**src/rtl/mips_cpu_pkg.sv**
```systemverilog
// mips_cpu_pkg: shared op-code and state types for the multiply/divide unit
package mips_cpu_pkg;
    typedef enum logic [2:0] {
        OP_MULT  = 3'd0,
        OP_MULTU = 3'd1,
        OP_DIV   = 3'd2,
        OP_DIVU  = 3'd3,
        OP_MTHI  = 3'd4,
        OP_MTLO  = 3'd5
    } muldiv_op_t;
    typedef enum logic [1:0] {IDLE, RUN, FINISH} muldiv_state_t;
endpackage

```
**src/rtl/mips_cpu_muldiv_unit_if.sv**
```systemverilog
// mips_cpu_muldiv_unit_if: request/result bundle between decoder and the HI/LO unit
interface mips_cpu_muldiv_unit_if;
    logic        start;
    logic [2:0]  op;
    logic [31:0] operand_a;
    logic [31:0] operand_b;
    logic        busy;
    logic        done;
    logic [31:0] hi;
    logic [31:0] lo;
    modport master (output start, op, operand_a, operand_b, input busy, done, hi, lo);
    modport slave (input start, op, operand_a, operand_b, output busy, done, hi, lo);
endinterface

```
**src/rtl/mips_cpu_muldiv_unit.sv**
```systemverilog
// mips_cpu_muldiv_unit: 32-step shift-add multiplier / restoring divider owning HI and LO
module mips_cpu_muldiv_unit
    import mips_cpu_pkg::*;
(
    input logic clk,
    input logic reset,
    mips_cpu_muldiv_unit_if.slave bus
);
    muldiv_state_t state, state_nxt;
    logic [4:0]  cnt;
    logic [63:0] work;
    logic [31:0] mcand;
    logic        is_div, neg_q, neg_r, done_r;
    logic [31:0] hi_r, lo_r;
    logic        accept, arith, div_op, sign_a, sign_b;
    logic [31:0] mag_a, mag_b;
    logic [32:0] mul_sum, div_diff;
    logic [63:0] work_step, prod;
    logic [31:0] quo, rem;

    assign accept = state == IDLE && bus.start;
    assign arith  = accept && !bus.op[2];
    assign div_op = bus.op[1];
    // Signed variants (MULT, DIV) have op[0] clear
    assign sign_a = !bus.op[0] && bus.operand_a[31];
    assign sign_b = !bus.op[0] && bus.operand_b[31];
    assign mag_a  = sign_a ? -bus.operand_a : bus.operand_a;
    assign mag_b  = sign_b ? -bus.operand_b : bus.operand_b;

    // One iteration of the shared datapath plus the final sign correction
    always_comb begin
        mul_sum   = {1'b0, work[63:32]} + {1'b0, work[0] ? mcand : 32'd0};
        div_diff  = work[63:31] - {1'b0, mcand};
        work_step = !is_div ? {mul_sum, work[31:1]} :
                    div_diff[32] ? {work[62:0], 1'b0} : {div_diff[31:0], work[30:0], 1'b1};
        prod      = neg_q ? -work : work;
        quo       = neg_q ? -work[31:0] : work[31:0];
        rem       = neg_r ? -work[63:32] : work[63:32];
    end

    // Next-state: 32 RUN cycles then one FINISH cycle that commits HI/LO
    always_comb begin
        state_nxt = state;
        state_nxt = (state == IDLE && arith) ? RUN :
                    (state == RUN && cnt == 5'd31) ? FINISH :
                    (state == FINISH) ? IDLE : state;
    end

    // State register
    always_ff @(posedge clk or negedge reset) begin
        if (!reset) state <= IDLE;
        else        state <= state_nxt;
    end

    // Operand capture, iteration and HI/LO writes
    always_ff @(posedge clk or negedge reset) begin
        if (!reset) begin
            cnt    <= 5'd0;
            work   <= 64'd0;
            mcand  <= 32'd0;
            is_div <= 1'b0;
            neg_q  <= 1'b0;
            neg_r  <= 1'b0;
            done_r <= 1'b0;
            hi_r   <= 32'd0;
            lo_r   <= 32'd0;
        end else begin
            done_r <= state == FINISH;
            if (arith) begin
                work   <= {32'd0, div_op ? mag_a : mag_b};
                mcand  <= div_op ? mag_b : mag_a;
                cnt    <= 5'd0;
                is_div <= div_op;
                neg_q  <= sign_a ^ sign_b;
                neg_r  <= sign_a;
            end else if (state == RUN) begin
                work <= work_step;
                cnt  <= cnt + 5'd1;
            end
            if (state == FINISH) begin
                hi_r <= is_div ? rem : prod[63:32];
                lo_r <= is_div ? quo : prod[31:0];
            end else if (accept && bus.op == OP_MTHI) begin
                hi_r <= bus.operand_a;
            end else if (accept && bus.op == OP_MTLO) begin
                lo_r <= bus.operand_a;
            end
        end
    end

    assign bus.busy = state != IDLE;
    assign bus.done = done_r;
    assign bus.hi   = hi_r;
    assign bus.lo   = lo_r;
endmodule

```
**src/flat_wrapper.sv**
```systemverilog
// flat-port wrapper written by rule: the top's interface ports become plain ports
module mips_cpu_muldiv_unit_flat import mips_cpu_pkg::*;
  (clk, reset, bus_start, bus_op, bus_operand_a, bus_operand_b, bus_busy, bus_done, bus_hi, bus_lo);
  mips_cpu_muldiv_unit_if bus_i ();
  input logic clk;
  input logic reset;
  input wire logic [$bits(bus_i.start)-1:0] bus_start;
  input wire logic [$bits(bus_i.op)-1:0] bus_op;
  input wire logic [$bits(bus_i.operand_a)-1:0] bus_operand_a;
  input wire logic [$bits(bus_i.operand_b)-1:0] bus_operand_b;
  output wire logic [$bits(bus_i.busy)-1:0] bus_busy;
  output wire logic [$bits(bus_i.done)-1:0] bus_done;
  output wire logic [$bits(bus_i.hi)-1:0] bus_hi;
  output wire logic [$bits(bus_i.lo)-1:0] bus_lo;
  assign bus_i.start = bus_start;
  assign bus_i.op = bus_op;
  assign bus_i.operand_a = bus_operand_a;
  assign bus_i.operand_b = bus_operand_b;
  assign bus_busy = bus_i.busy;
  assign bus_done = bus_i.done;
  assign bus_hi = bus_i.hi;
  assign bus_lo = bus_i.lo;
  mips_cpu_muldiv_unit u_core (.clk(clk), .reset(reset), .bus(bus_i));
endmodule
```
**config.mk**
```make
export PLATFORM = sky130hd
export DESIGN_NAME = mips_cpu_muldiv_unit_flat
export DESIGN_NICKNAME = d
export VERILOG_FILES = /design/src/rtl/mips_cpu_pkg.sv /design/src/rtl/mips_cpu_muldiv_unit_if.sv /design/src/rtl/mips_cpu_muldiv_unit.sv /design/src/flat_wrapper.sv
export SDC_FILE = /design/constraint.sdc
export NUM_CORES = 1
export LEC_CHECK = 0
export CORE_AREA = 2 2 200 202
export CTS_CLUSTER_DIAMETER = 60
export CTS_CLUSTER_SIZE = 10
export DETAILED_ROUTE_END_ITERATION = 6
export DIE_AREA = 0 0 202 204
export SLEW_MARGIN = 25
export SYNTH_ARGS = -nofsm -noshare
export SYNTH_HDL_FRONTEND = slang
export SYNTH_SLANG_ARGS = --single-unit
```
**constraint.sdc**
```tcl
create_clock -name clk -period 3.5 [get_ports clk]
set_input_delay 0.7 -clock clk [delete_from_list [all_inputs] [get_ports clk]]
set_output_delay 0.7 -clock clk [all_outputs]
set_load 0.1 [all_outputs]
```
* Word level (Yosys, flattened, before mapping)
Index checks and enable logic that the tools add are counted.
** Cells by class
- Bitwise logic cells :: 1
- Reduce and logical (&&, ||, !) cells :: 17
- Eq/ne operators :: 6
- $add $sub $neg :: 8
- Muxes and demuxes :: 24
** Operators with widths (number)
- $mux 32 :: 14
- $mux 64 :: 5
- $neg 32->32 :: 4
- $neg 64->64 :: 1
- $add 32x32->33 :: 1
- $sub 33x32->33 :: 1
- $mux 5 :: 2
- $logic_and 1x1->1 :: 8
- $reduce_bool 2->1 :: 4
- $eq 3x3->1 const B :: 2
- $mux 2 :: 3
- $add 5x1->5 const B :: 1
- $eq 5x5->1 const B :: 1
- $reduce_bool 3->1 :: 1
- $eq 2x1->1 const B :: 1
- $eq 2x2->1 const B :: 1
- $logic_not 1->1 :: 2
- $logic_not 2->1 :: 1
- $ne 2x1->1 const B :: 1
- $reduce_and 2->1 :: 1
- $xor 1x1->1 :: 1
** Storage, ports and cells
- Output and inout bits :: 66
- Word-level logic and storage cells :: 66
- Bits in registers :: 171
- Bits of input ports :: 70

* Depth between registers and ports, before layout
- Depth in word-level cells :: 6
- Gate-level depth with buffers :: 15
- Depth with buffers taken out :: 13

* Least setup slack after synthesis
Ideal clock, no wire load.
- Path kind :: register to register
- Start :: register u_core.work[31]
- End :: register u_core.work[62]
- Path slack :: 0.368 ns
- Library setup time :: 0.142 ns
- Arrival :: 2.990 ns
- Clock period less this slack :: 3.132 ns
- Cell stages (with the launch flop) :: 16
- Buffers on the path :: 3
- Required time :: 3.358 ns
- Cell sequence :: dfrtp_1 clkbuf_1 inv_1 ha_1 fa_1 nor2b_1 o31a_1 o2111ai_1 nand2_1 a2111oi_4 or3_1 and2_1 buf_6 buf_6 o31ai_1 a31oi_1
** On the way
- Cells in the longest elaborated chain, start to end :: 5
** RTL lines
- start: declaration :: RTL line mips_cpu_muldiv_unit.sv:11 : logic [63:0] work;
- start signal: assignment :: RTL line mips_cpu_muldiv_unit.sv:70 : work <= {32'd0, div_op ? mag_a : mag_b};
- start signal: assignment :: RTL line mips_cpu_muldiv_unit.sv:77 : work <= work_step;
- $sub 33x32->33 :: RTL line mips_cpu_muldiv_unit.sv:33 : div_diff = work[63:31] - {1'b0, mcand};
- $mux 64 :: RTL line mips_cpu_muldiv_unit.sv:35 : div_diff[32] ? {work[62:0], 1'b0} : {div_diff[31:0], work[30:0], 1'b1};
- $mux 64 :: RTL line mips_cpu_muldiv_unit.sv:34 : work_step = !is_div ? {mul_sum, work[31:1]} :
- $mux 64 :: RTL line mips_cpu_muldiv_unit.sv:76 : end else if (state == RUN) begin
- $mux 64 :: RTL line mips_cpu_muldiv_unit.sv:69 : if (arith) begin
No other way between the ends. The select of a mux whose other input is x is not followed.
A chain may end at the register's enable or synchronous reset.

* Worst setup path after layout
- Start :: register u_core.mcand[22]
- End :: register u_core.work[63]
** On the way
- Cells in the longest elaborated chain, start to end :: 5
- Elaborated cells between the ends (all ways) :: 7
- Classes of those cells :: add/sub: 2; mux: 5
** RTL lines
- start: declaration :: RTL line mips_cpu_muldiv_unit.sv:12 : logic [31:0] mcand;
- start signal: assignment :: RTL line mips_cpu_muldiv_unit.sv:71 : mcand <= div_op ? mag_b : mag_a;
- $sub 33x32->33 or $mux 32 (tied branches) :: RTL line mips_cpu_muldiv_unit.sv:33, mips_cpu_muldiv_unit.sv:32
- $mux 64 or $add 32x32->33 (tied branches) :: RTL line mips_cpu_muldiv_unit.sv:35, mips_cpu_muldiv_unit.sv:32
- $mux 64 * :: RTL line mips_cpu_muldiv_unit.sv:34
- $mux 64 * :: RTL line mips_cpu_muldiv_unit.sv:76
- $mux 64 * :: RTL line mips_cpu_muldiv_unit.sv:69
Every way passes the cells marked *; elsewhere a longest branch is shown, timed or not. The select of a mux whose other input is x is not followed.

==> out/results.ini <==
[cts]
clk_pin_slew_ps=70
cts_inserted_buffers=17
cts_max_level=4
clock_sinks=171
ctsHoldBuffers=0
clk-insertion-delay-late_ps=460
cts_tree=done
cts_root_buf=clkbuf_16
cts_buffer_depth=2

[sta]
timing.fmax_ghz=0.296
hold_viol=0
period_share_pct=96.5
worst_slack_ps=124
setup_viol=0
fin_crit_ps=3380
rsz0062_at_grt=no
worstMarginPinSlew_ps=995
finalClockSkew_ps=14.9
final_max_slew_viol_count=0
slew_headroom_pct=33.4

[flow_run]
drv_cap=0

[routing]
drc_errors=0
drtPass1Iterations=6
drt-total-wl_um=59600
viasPerCell=6.01
first_iter_violations=1728
vias=16100
routedWlPerCell_um=22.2
ant_nets=0

[logic_synthesis]
yosysTopAreaCellShare_pct=27.7
syn_area_um2=15400
synth_common_cells=235 x nand2_1, 215 x o21ai_0, 171 x dfrtp_1, 153 x nor2_1, 143 x a21oi_1
ys_warn_count=0
synth_top_flop_cell=dfrtp_1
syn_nets=2098
synth_area_per_cell_um2=7.89
syn_inst=1956
yosysMostFrequentCell=nand2_1
yosysTopAreaCell=dfrtp_1
yosysUniqueCellTypes=92
synthArstFlopShare_pct=100
ys_ff_latch=171
synth_edf_count=0
synth_seq_area_share_pct=27.7
synth_area_leaders=dfrtp_1 28%, o21ai_0 7.0%, nand2_1 5.7%

[global_route]
grt.busiest_layer=met2
groute.usage.overall_pct=28.9
grtUsageMet2_pct=44.2
grt_antenna_before_repair=1
grt_max_degree=112
grt_pass1_wl_um=91900
use_met1_pct=40.7
gr-total-overflow=0
met3_usage_pct=4.10
grt_pass1_vias=15100

[worst_setup_path]
reg2reg_depth=12
reg2reg_to=u_core.work[63]$_DFFE_PN0P_
crit_end=u_core.work[63]$_DFFE_PN0P_
rrSetupSlack_ps=120
cp.arrival_ps=3710
start_kind=flip-flop
timing.rr.start=u_core.mcand[22]$_DFFE_PN0P_
endpoint_kind=flip-flop
crit_start=u_core.mcand[22]$_DFFE_PN0P_
cp.required_ps=3830
crit_path_max_fanout=7
path_class=flip-flop to flip-flop

[floorplan]
start_util_pct=39.4
rows=73
core_um2=39200
dieWidth_um=202
die-area_um2=41200
die_h_um=204
ios=136

[cells_and_area]
fillers=3885
drive_above_1_share_pct=12.4
areaGrowthSynthToFinish_pct=21.6
final_nets=2283
antenna-diode-count=0

[placement]
gp_congestion=1.02
place_ws_ps=-2.01
port_buffers=135
dpl.hpwl_um=46500

[worst_hold_path]
hp-class=input pin to asynchronous set/reset pin

[status]
status=completed

==> worst max-delay path: stages (launching register included) <==
cell	delay, ps
dfrtp_1	340
inv_1	130
ha_1	410
nand2_1	110
o21a_1	250
a211o_1	340
a311oi_2	310
o22ai_1	130
or3_1	360
and2_1	250
buf_4	200
nor4_1	350
a211oi_2	80
==> worst min-delay path by stage <==
stage,end,slack (ps),cells after the start
CTS,u_core.work[23]$_DFFE_PN0P_,280,1
detailed placement,u_core.bus.lo[9]$_DFFE_PN0P_,470,2
global route,u_core.work[23]$_DFFE_PN0P_,300,1
global placement,u_core.bus.lo[4]$_DFFE_PN0P_,460,2
floorplan,u_core.bus.done$_DFF_PN0_,400,0
finish,u_core.work[23]$_DFFE_PN0P_,260,1
==> through the flow <==
step / setup TNS [ps] / instance area, µm² / cells / utilization, % / hold slack, ps
final: 0 / 18800 / 2677 / 47.9 / 255
after floorplan: 0 / 15400 / 1956 / - / 404
after detailed placement: -2.01 / 18100 / 2645 / 46.3 / 470
after CTS: 0 / 18700 / 2675 / 47.7 / 285
after global routing: 0 / 18800 / 2677 / 47.9 / 303
after global placement: 0 / 18100 / 2645 / 46.3 / 465
==> state kept, by name, summed over array words and instances, names as in the netlist <==
signal           cells
u_core.bus.done      1
u_core.bus.hi       32
u_core.bus.lo       32
u_core.cnt           5
u_core.is_div        1
u_core.mcand        32
u_core.neg_q         1
u_core.neg_r         1
u_core.state         2
u_core.work         64
==> area by class of cell <==
cell class	instances	area, µm²	share of cell area, %
sequential	171	4280	22.8
inverter	67	251	1.34
multi-input combinational	1597	10400	55.7
timing repair buffer	287	2550	13.6
clock buffer	19	443	2.36
clock inverter	11	134	0.714
tap	525	657	3.50
==> cells in the final DEF, fill, tap and decap left out, types with 70 or more instances in the layout <==
master | synthesis | routed
a21oi_1 | 143 | 141
buf_4 | 2 | 160
clkdlybuf4s50_1 | 0 | 117
dfrtp_1 | 171 | 169
ha_1 | 70 | 70
mux2i_1 | 75 | 75
nand2_1 | 235 | 233
nor2_1 | 153 | 152
o21ai_0 | 215 | 214
xnor2_1 | 79 | 79
xor2_1 | 89 | 89
==> cells by family (layout without fill, tap and decap cells) <==
| logic type | after synthesis | in the layout | share of synthesized area, % |
|---|---|---|---|
| AO/OA/AOI/OAI | 632 | 632 | 25.9 |
| flip-flops | 171 | 171 | 27.7 |
| XOR/XNOR | 168 | 168 | 9.54 |
| buffers and inverters | 188 | 384 | 5.00 |
| adder cells (fa/ha/maj) | 72 | 72 | 5.94 |
| multiplexers | 86 | 86 | 5.67 |
| AND/OR/NAND/NOR | 639 | 639 | 20.2 |
==> routing by layer <==
metal | up-vias | wire [µm]
met4 | 0 | 2500
met5 | - | 0
li1 | 7457 | -
met1 | 7834 | 27000
met2 | 681 | 26200
met3 | 118 | 3920
==> what timing repair did <==
item | CTS | global route
endpoints found under the setup margin | 1 | 22
buffers inserted | 0 | 2
resized for setup | 1 | 10
pin swaps | 0 | 6
Power is not shown: default switching activity piles up to over one toggle a cycle in this logic, so the estimate is an artifact.
==> RTL edit 1 (same settings) <==
The 3 states of `muldiv_state_t` get a one-hot encoding in 3 bits.
--- a/src/rtl/mips_cpu_pkg.sv
+++ b/src/rtl/mips_cpu_pkg.sv
@@ -8,6 +8,6 @@
         OP_MTHI  = 3'd4,
         OP_MTLO  = 3'd5
     } muldiv_op_t;
-    typedef enum logic [1:0] {IDLE, RUN, FINISH} muldiv_state_t;
+    typedef enum logic [2:0] {IDLE = 3'b001, RUN = 3'b010, FINISH = 3'b100} muldiv_state_t;
 endpackage
 
Check against the original RTL: same outputs for any inputs over 10 cycles, from zero or initial values and one cycle with reset low; not proved beyond that.
==> RTL edit 1 against the unedited design <==
- the run now ends with DRC left
- design area grew 0.84%
- synthesized area shrank 1.2%
- wire length shrank 5.6%
- worst setup slack gained 17 ps
- sequential cell count grew 1
- clock skew shrank 0.81 ps
==> RTL edit 1: results (changes against the unedited design) <==
----------------------------------------------------
[Route]
  Vias ... 15753 (-2.1%)
  Initial DRT Pass Iterations ... 7 (+1)
  Post-detailed-route DRC marker count ... 2 (+2)
  Initial DRC count ... 1461 (-15%)

[Worst setup path]
  Delay of the slowest critical-path stage ... 580 ps (+170 ps)
  Highest-delay cell along the critical path ... sky130_fd_sc_hd__or4_1
  Worst Reg-to-Reg Cells ... 13 (+1)
  Arrival time worst endpoint ... 3700 ps (about the same)
  Kind of cell adding the most delay to the critical path ... simple AND/OR/NAND/NOR gates

[Synthesis]
  Mean post-synth cell area ... 7.73 µm² (-2.0%)
  Syn Nets ... 2114 (+0.76%)
  Cell types with the highest counts after synthesis ... 241 x sky130_fd_sc_hd__nand2_1, 213 x sky130_fd_sc_hd__o21ai_0, 179 x sky130_fd_sc_hd__nor2_1, 171 x sky130_fd_sc_hd__dfrtp_1, 169 x sky130_fd_sc_hd__a21oi_1
  Part of the Yosys area used for sequential elements ... 28.2% (+0.50 points)
  Synth cell types ... 77 (-16%)
  Dominant cells by area after synthesis ... sky130_fd_sc_hd__dfrtp_1 28%, sky130_fd_sc_hd__o21ai_0 7.0%, sky130_fd_sc_hd__mux2i_1 6.0%

[Layout]
  Total Nets Final ... 2339 (+2.5%)
  Filler Cells Inserted ... 3821 (-1.6%)
  Fraction of layout cells with a size suffix above 1 ... 13.8% (+1.4 points)

[Status]
  Result of the run ... complete, but fails checks
  Violated checks ... DRC

[GRT]
  Number of global-route vias before repair ... 15082 (-0.34%)
  Global-route wire length before repair ... 87400 µm (-4.9%)
  Initial antenna violation count ... 0 (-1)
  All-Layer GR Usage ... 27.2% (-1.7 points)

[Placed design]
  Post-detail-place hpwl ... 43500 µm (-6.4%)

[Timing]
  Clock tree skew after final layout ... 14.1 ps (-0.809 ps)

----------------------------------------------------
RTL edit 1: through the flow:
step	cell area [µm²]	total power [W]
after detailed placement	18300	0.0192
after global routing	18900	0.0229
after CTS	18800	0.0212
final	18900	0.0214
after floorplan	15300	0.0144
after global placement	18300	0.0191
RTL edit 1: kinds of logic after synthesis:
logic type,synth area share (%)
simple gates,19.6
compound gates,25.5
buf+inv,4.64
xor+xnor,9.88
flops,28.2
mux,6.19
fa+ha+maj,6.00
RTL edit 1: worst paths after layout:
path	startpoint	to	slack, ps
max in group asynchronous	reset	u_core.is_div	2390
worst min-delay path	reset	u_core.work[8]	250
min in group clk	u_core.mcand[3]	u_core.mcand[3]	490
worst min register to register	u_core.mcand[3]	u_core.mcand[3]	490
worst max-delay path	u_core.work[31]	u_core.work[34]	140
worst max register to register	u_core.work[31]	u_core.work[34]	140
RTL edit 1: area by class of cell:
class | count | area share, %
repair buffers | 329 | 14.9
clock inverters | 12 | 0.602
well taps | 525 | 3.47
multi-input cells | 1617 | 54.7
clock buffers | 20 | 2.36
inverters | 60 | 1.19
flip-flops and latches | 172 | 22.8
RTL edit 1: what timing repair did:
item | in CTS | in global routing
buffers inserted | 0 | 1
endpoints found under the setup margin | 3 | 25
pin swaps | 0 | 2
gates resized for setup | 1 | 15
RTL edit 1: routing by layer:
layer	GRT usage (%)	vias up	wire, µm
li1	-	7542	-
met1	37.8	7545	25400
met2	43.6	581	25700
met3	3.70	85	3740
met4	8.77	0	1410
met5	0	-	0
RTL edit 1: where the power goes:
| group | switching [W] | internal (W) | leakage (nW) | total, W |
|---|---|---|---|---|
| Sequential | 0.000895 | 0.00293 | 2.04 | 0.00383 |
| Clock | 0.000921 | 0.00101 | 0.264 | 0.00193 |
| Combinational | 0.0100 | 0.00566 | 5.87 | 0.0157 |
==> RTL edit 2 (same settings) <==
Without the edit above. Reset style: synchronous (`reset`), changed in 2 clocked blocks.
--- a/src/rtl/mips_cpu_muldiv_unit.sv
+++ b/src/rtl/mips_cpu_muldiv_unit.sv
@@ -47,13 +47,13 @@
     end
 
     // State register
-    always_ff @(posedge clk or negedge reset) begin
+    always_ff @(posedge clk) begin
         if (!reset) state <= IDLE;
         else        state <= state_nxt;
     end
 
     // Operand capture, iteration and HI/LO writes
-    always_ff @(posedge clk or negedge reset) begin
+    always_ff @(posedge clk) begin
         if (!reset) begin
             cnt    <= 5'd0;
             work   <= 64'd0;
Behaviour: differs if reset is asserted again (counterexample within 4 cycles, from zero or initial values and one cycle with reset low); with reset held inactive, the same outputs for 10 cycles.
==> RTL edit 2 against the unedited design <==
- worst setup slack lost 120 ps
- wire length grew 4.0%
- clock skew grew 6.2 ps
- critical path type unchanged
- synthesized area shrank 4.2%
- sequential cell count is the same
- design area grew 2.5%
Power is left out: it rests on default switching activity, and per cell area and clock period it moved more than threefold.
==> RTL edit 2: results (changes against the unedited design) <==
----------------------------------------------------
[Status]
  Result of the run ... finished clean

[Worst setup path]
  Worst reg-to-reg setup slack ... 0.8 ps (-120 ps)
  Kind of cell adding the most delay to the critical path ... compound AO/OA/AOI/OAI gates
  Arrival time worst endpoint ... 3820 ps (+110 ps)
  Worst Reg-to-Reg Cells ... 15 (+3)
  Highest-delay cell along the critical path ... sky130_fd_sc_hd__a221o_1
  Highest net fanout along the worst path ... 7 (unchanged)
  End of the worst register-to-register path ... u_core.work[63]
  Delay of the slowest critical-path stage ... 400 ps
  Critical register-to-register path startpoint ... u_core.work[0]

[Timing]
  Setup Viol. Count Final ... 0 (unchanged)
  Worst-case headroom to the max-slew limit ... 33.2% (-0.22 points)
  Fmax achieved ... 286 MHz (-3.5%)
  Clock tree skew after final layout ... 21.0 ps (+6.16 ps)

[Placed design]
  Routability congestion estimate ... 0.964 (-5.2%)
  Quantity of I/O buffers inserted on ports ... 135 (unchanged)
  Post-detail-place hpwl ... 47800 µm (+2.9%)

[Clock tree]
  Clock tree root buffer cell ... sky130_fd_sc_hd__clkbuf_16
  Clock-pin slew reported for the worst setup and hold paths after clock tree synthesis ... 80 ps
  Source-to-sink clock delay at the later pin of the worst-skew pair ... 460 ps (about the same)
  Clock buffers created by TritonCTS ... 17 (unchanged)

[Synthesis]
  Syn Nets ... 2116 (+0.86%)
  Synth cell types ... 73 (-21%)
  Most used flip-flop cell after synthesis ... sky130_fd_sc_hd__dfxtp_1
  Async set-reset flop share out of synthesis ... 0% (-100 points)
  Part of the Yosys area used for sequential elements ... 23.2% (-4.6 points)
  Cell types with the highest counts after synthesis ... 206 x sky130_fd_sc_hd__a21oi_1, 200 x sky130_fd_sc_hd__nor2_1, 172 x sky130_fd_sc_hd__nand2_1, 171 x sky130_fd_sc_hd__dfxtp_1, 124 x sky130_fd_sc_hd__clkbuf_1
  Count of yosys warnings during synthesis ... 0 (unchanged)
  Dominant cells by area after synthesis ... sky130_fd_sc_hd__dfxtp_1 23%, sky130_fd_sc_hd__a21oi_1 7.0%, sky130_fd_sc_hd__ha_1 5.9%

[Layout]
  Total Nets Final ... 2384 (+4.4%)
  Final antenna diode count ... 0 (unchanged)
  Top reg by flops ... u_core.work
  Fraction of layout cells with a size suffix above 1 ... 17.8% (+5.4 points)
  Filler Cells Inserted ... 3763 (-3.1%)

[Route]
  Avg Vias per Cell ... 5.90 (-1.8%)
  Final wirelength ... 61900 µm (+4.0%)
  Initial DRC count ... 1753 (+1.4%)

[GRT]
  Number of global-route vias before repair ... 15133 (unchanged)
  All-Layer GR Usage ... 28.9% (about the same)
  Largest net degree at the start of global routing ... 99 (-12%)
  Global-route wire length before repair ... 92400 µm (+0.48%)
  Initial antenna violation count ... 0 (-1)

[Hold path]
  Min-delay worst type ... reg -> reg
  Hold Path Origin ... u_core.cnt[4]

----------------------------------------------------
-- RTL edit 2: worst register-to-register path, stage by stage, from the launching register on --
cell and delay (ps):
sky130_fd_sc_hd__dfxtp_2 340, sky130_fd_sc_hd__buf_6 110, sky130_fd_sc_hd__inv_6 40, sky130_fd_sc_hd__buf_8 130, sky130_fd_sc_hd__buf_12 140, sky130_fd_sc_hd__nor2_2 150, sky130_fd_sc_hd__ha_4 230, sky130_fd_sc_hd__a21o_1 170
sky130_fd_sc_hd__a21o_1 170, sky130_fd_sc_hd__a221o_1 360, sky130_fd_sc_hd__a211oi_4 260, sky130_fd_sc_hd__o21ai_2 120, sky130_fd_sc_hd__a221o_1 370, sky130_fd_sc_hd__a221o_1 400, sky130_fd_sc_hd__a2111oi_4 290, sky130_fd_sc_hd__nor3_1 80
-- RTL edit 2: cell type report --
class / instances / share of cell area, %
flip-flops and latches: 171 / 17.8
clock buffers: 19 / 2.35
multi-input cells: 1601 / 57.1
inverters: 62 / 1.24
repair buffers: 389 / 17.4
well taps: 525 / 3.41
clock inverters: 13 / 0.644
-- RTL edit 2: per-layer routing --
layer / global-route usage, % / vias up / share of wire, %
li1: - / 7713 / -
met1: 39.8 / 7793 / 44
met2: 45.5 / 814 / 45
met3: 4.46 / 92 / 8.0
met4: 10.8 / 0 / 3.5
met5: 0 / - / 0
-- RTL edit 2: worst max path at each step --
stage / from / end / slack (ps) / depth (start not counted)
global route: u_core.work[0] / u_core.work[63] / -90 / 15
detailed placement: u_core.work[0] / u_core.work[63] / -300 / 13
global placement: u_core.work[0] / u_core.work[63] / -280 / 13
floorplan: u_core.work[31] / u_core.work[42] / 2 / 14
finish: u_core.work[0] / u_core.work[63] / 0.8 / 15
CTS: u_core.work[0] / u_core.work[63] / 10 / 15
-- RTL edit 2: cell families (layout without fill, tap and decap cells) --
| family | after synthesis | in the layout | share of synthesized area, % |
|---|---|---|---|
| buffers and inverters | 202 | 483 | 5.30 |
| muxes | 84 | 84 | 5.80 |
| and+or+nand+nor | 633 | 633 | 20.6 |
| AOI/OAI and AO/OA | 645 | 645 | 29.0 |
| DFF | 171 | 171 | 23.2 |
| adders and majority gates | 72 | 72 | 6.19 |
| xor gates and xnor gates | 167 | 167 | 9.89 |
-- RTL edit 2: what timing repair did --
action	4_1_cts	5_1_grt
gates resized for setup	14	74
pin swaps	6	33
cloned	1	1
setup endpoints to repair	28	32
buffers inserted	4	10
-- RTL edit 2: through the flow --
step / std cells / hold slack [ps] / cell area, µm² / setup slack (ps)
5_1_grt: 2780 / 483 / 19200 / -86.0
6_report: 2780 / 462 / 19200 / 0.796
3_5_place_dp: 2732 / 456 / 18100 / -303
4_1_cts: 2769 / 466 / 18800 / 14.9
2_1_floorplan: 1974 / 441 / 14800 / 1.58
3_3_place_gp: 2732 / 447 / 18100 / -279
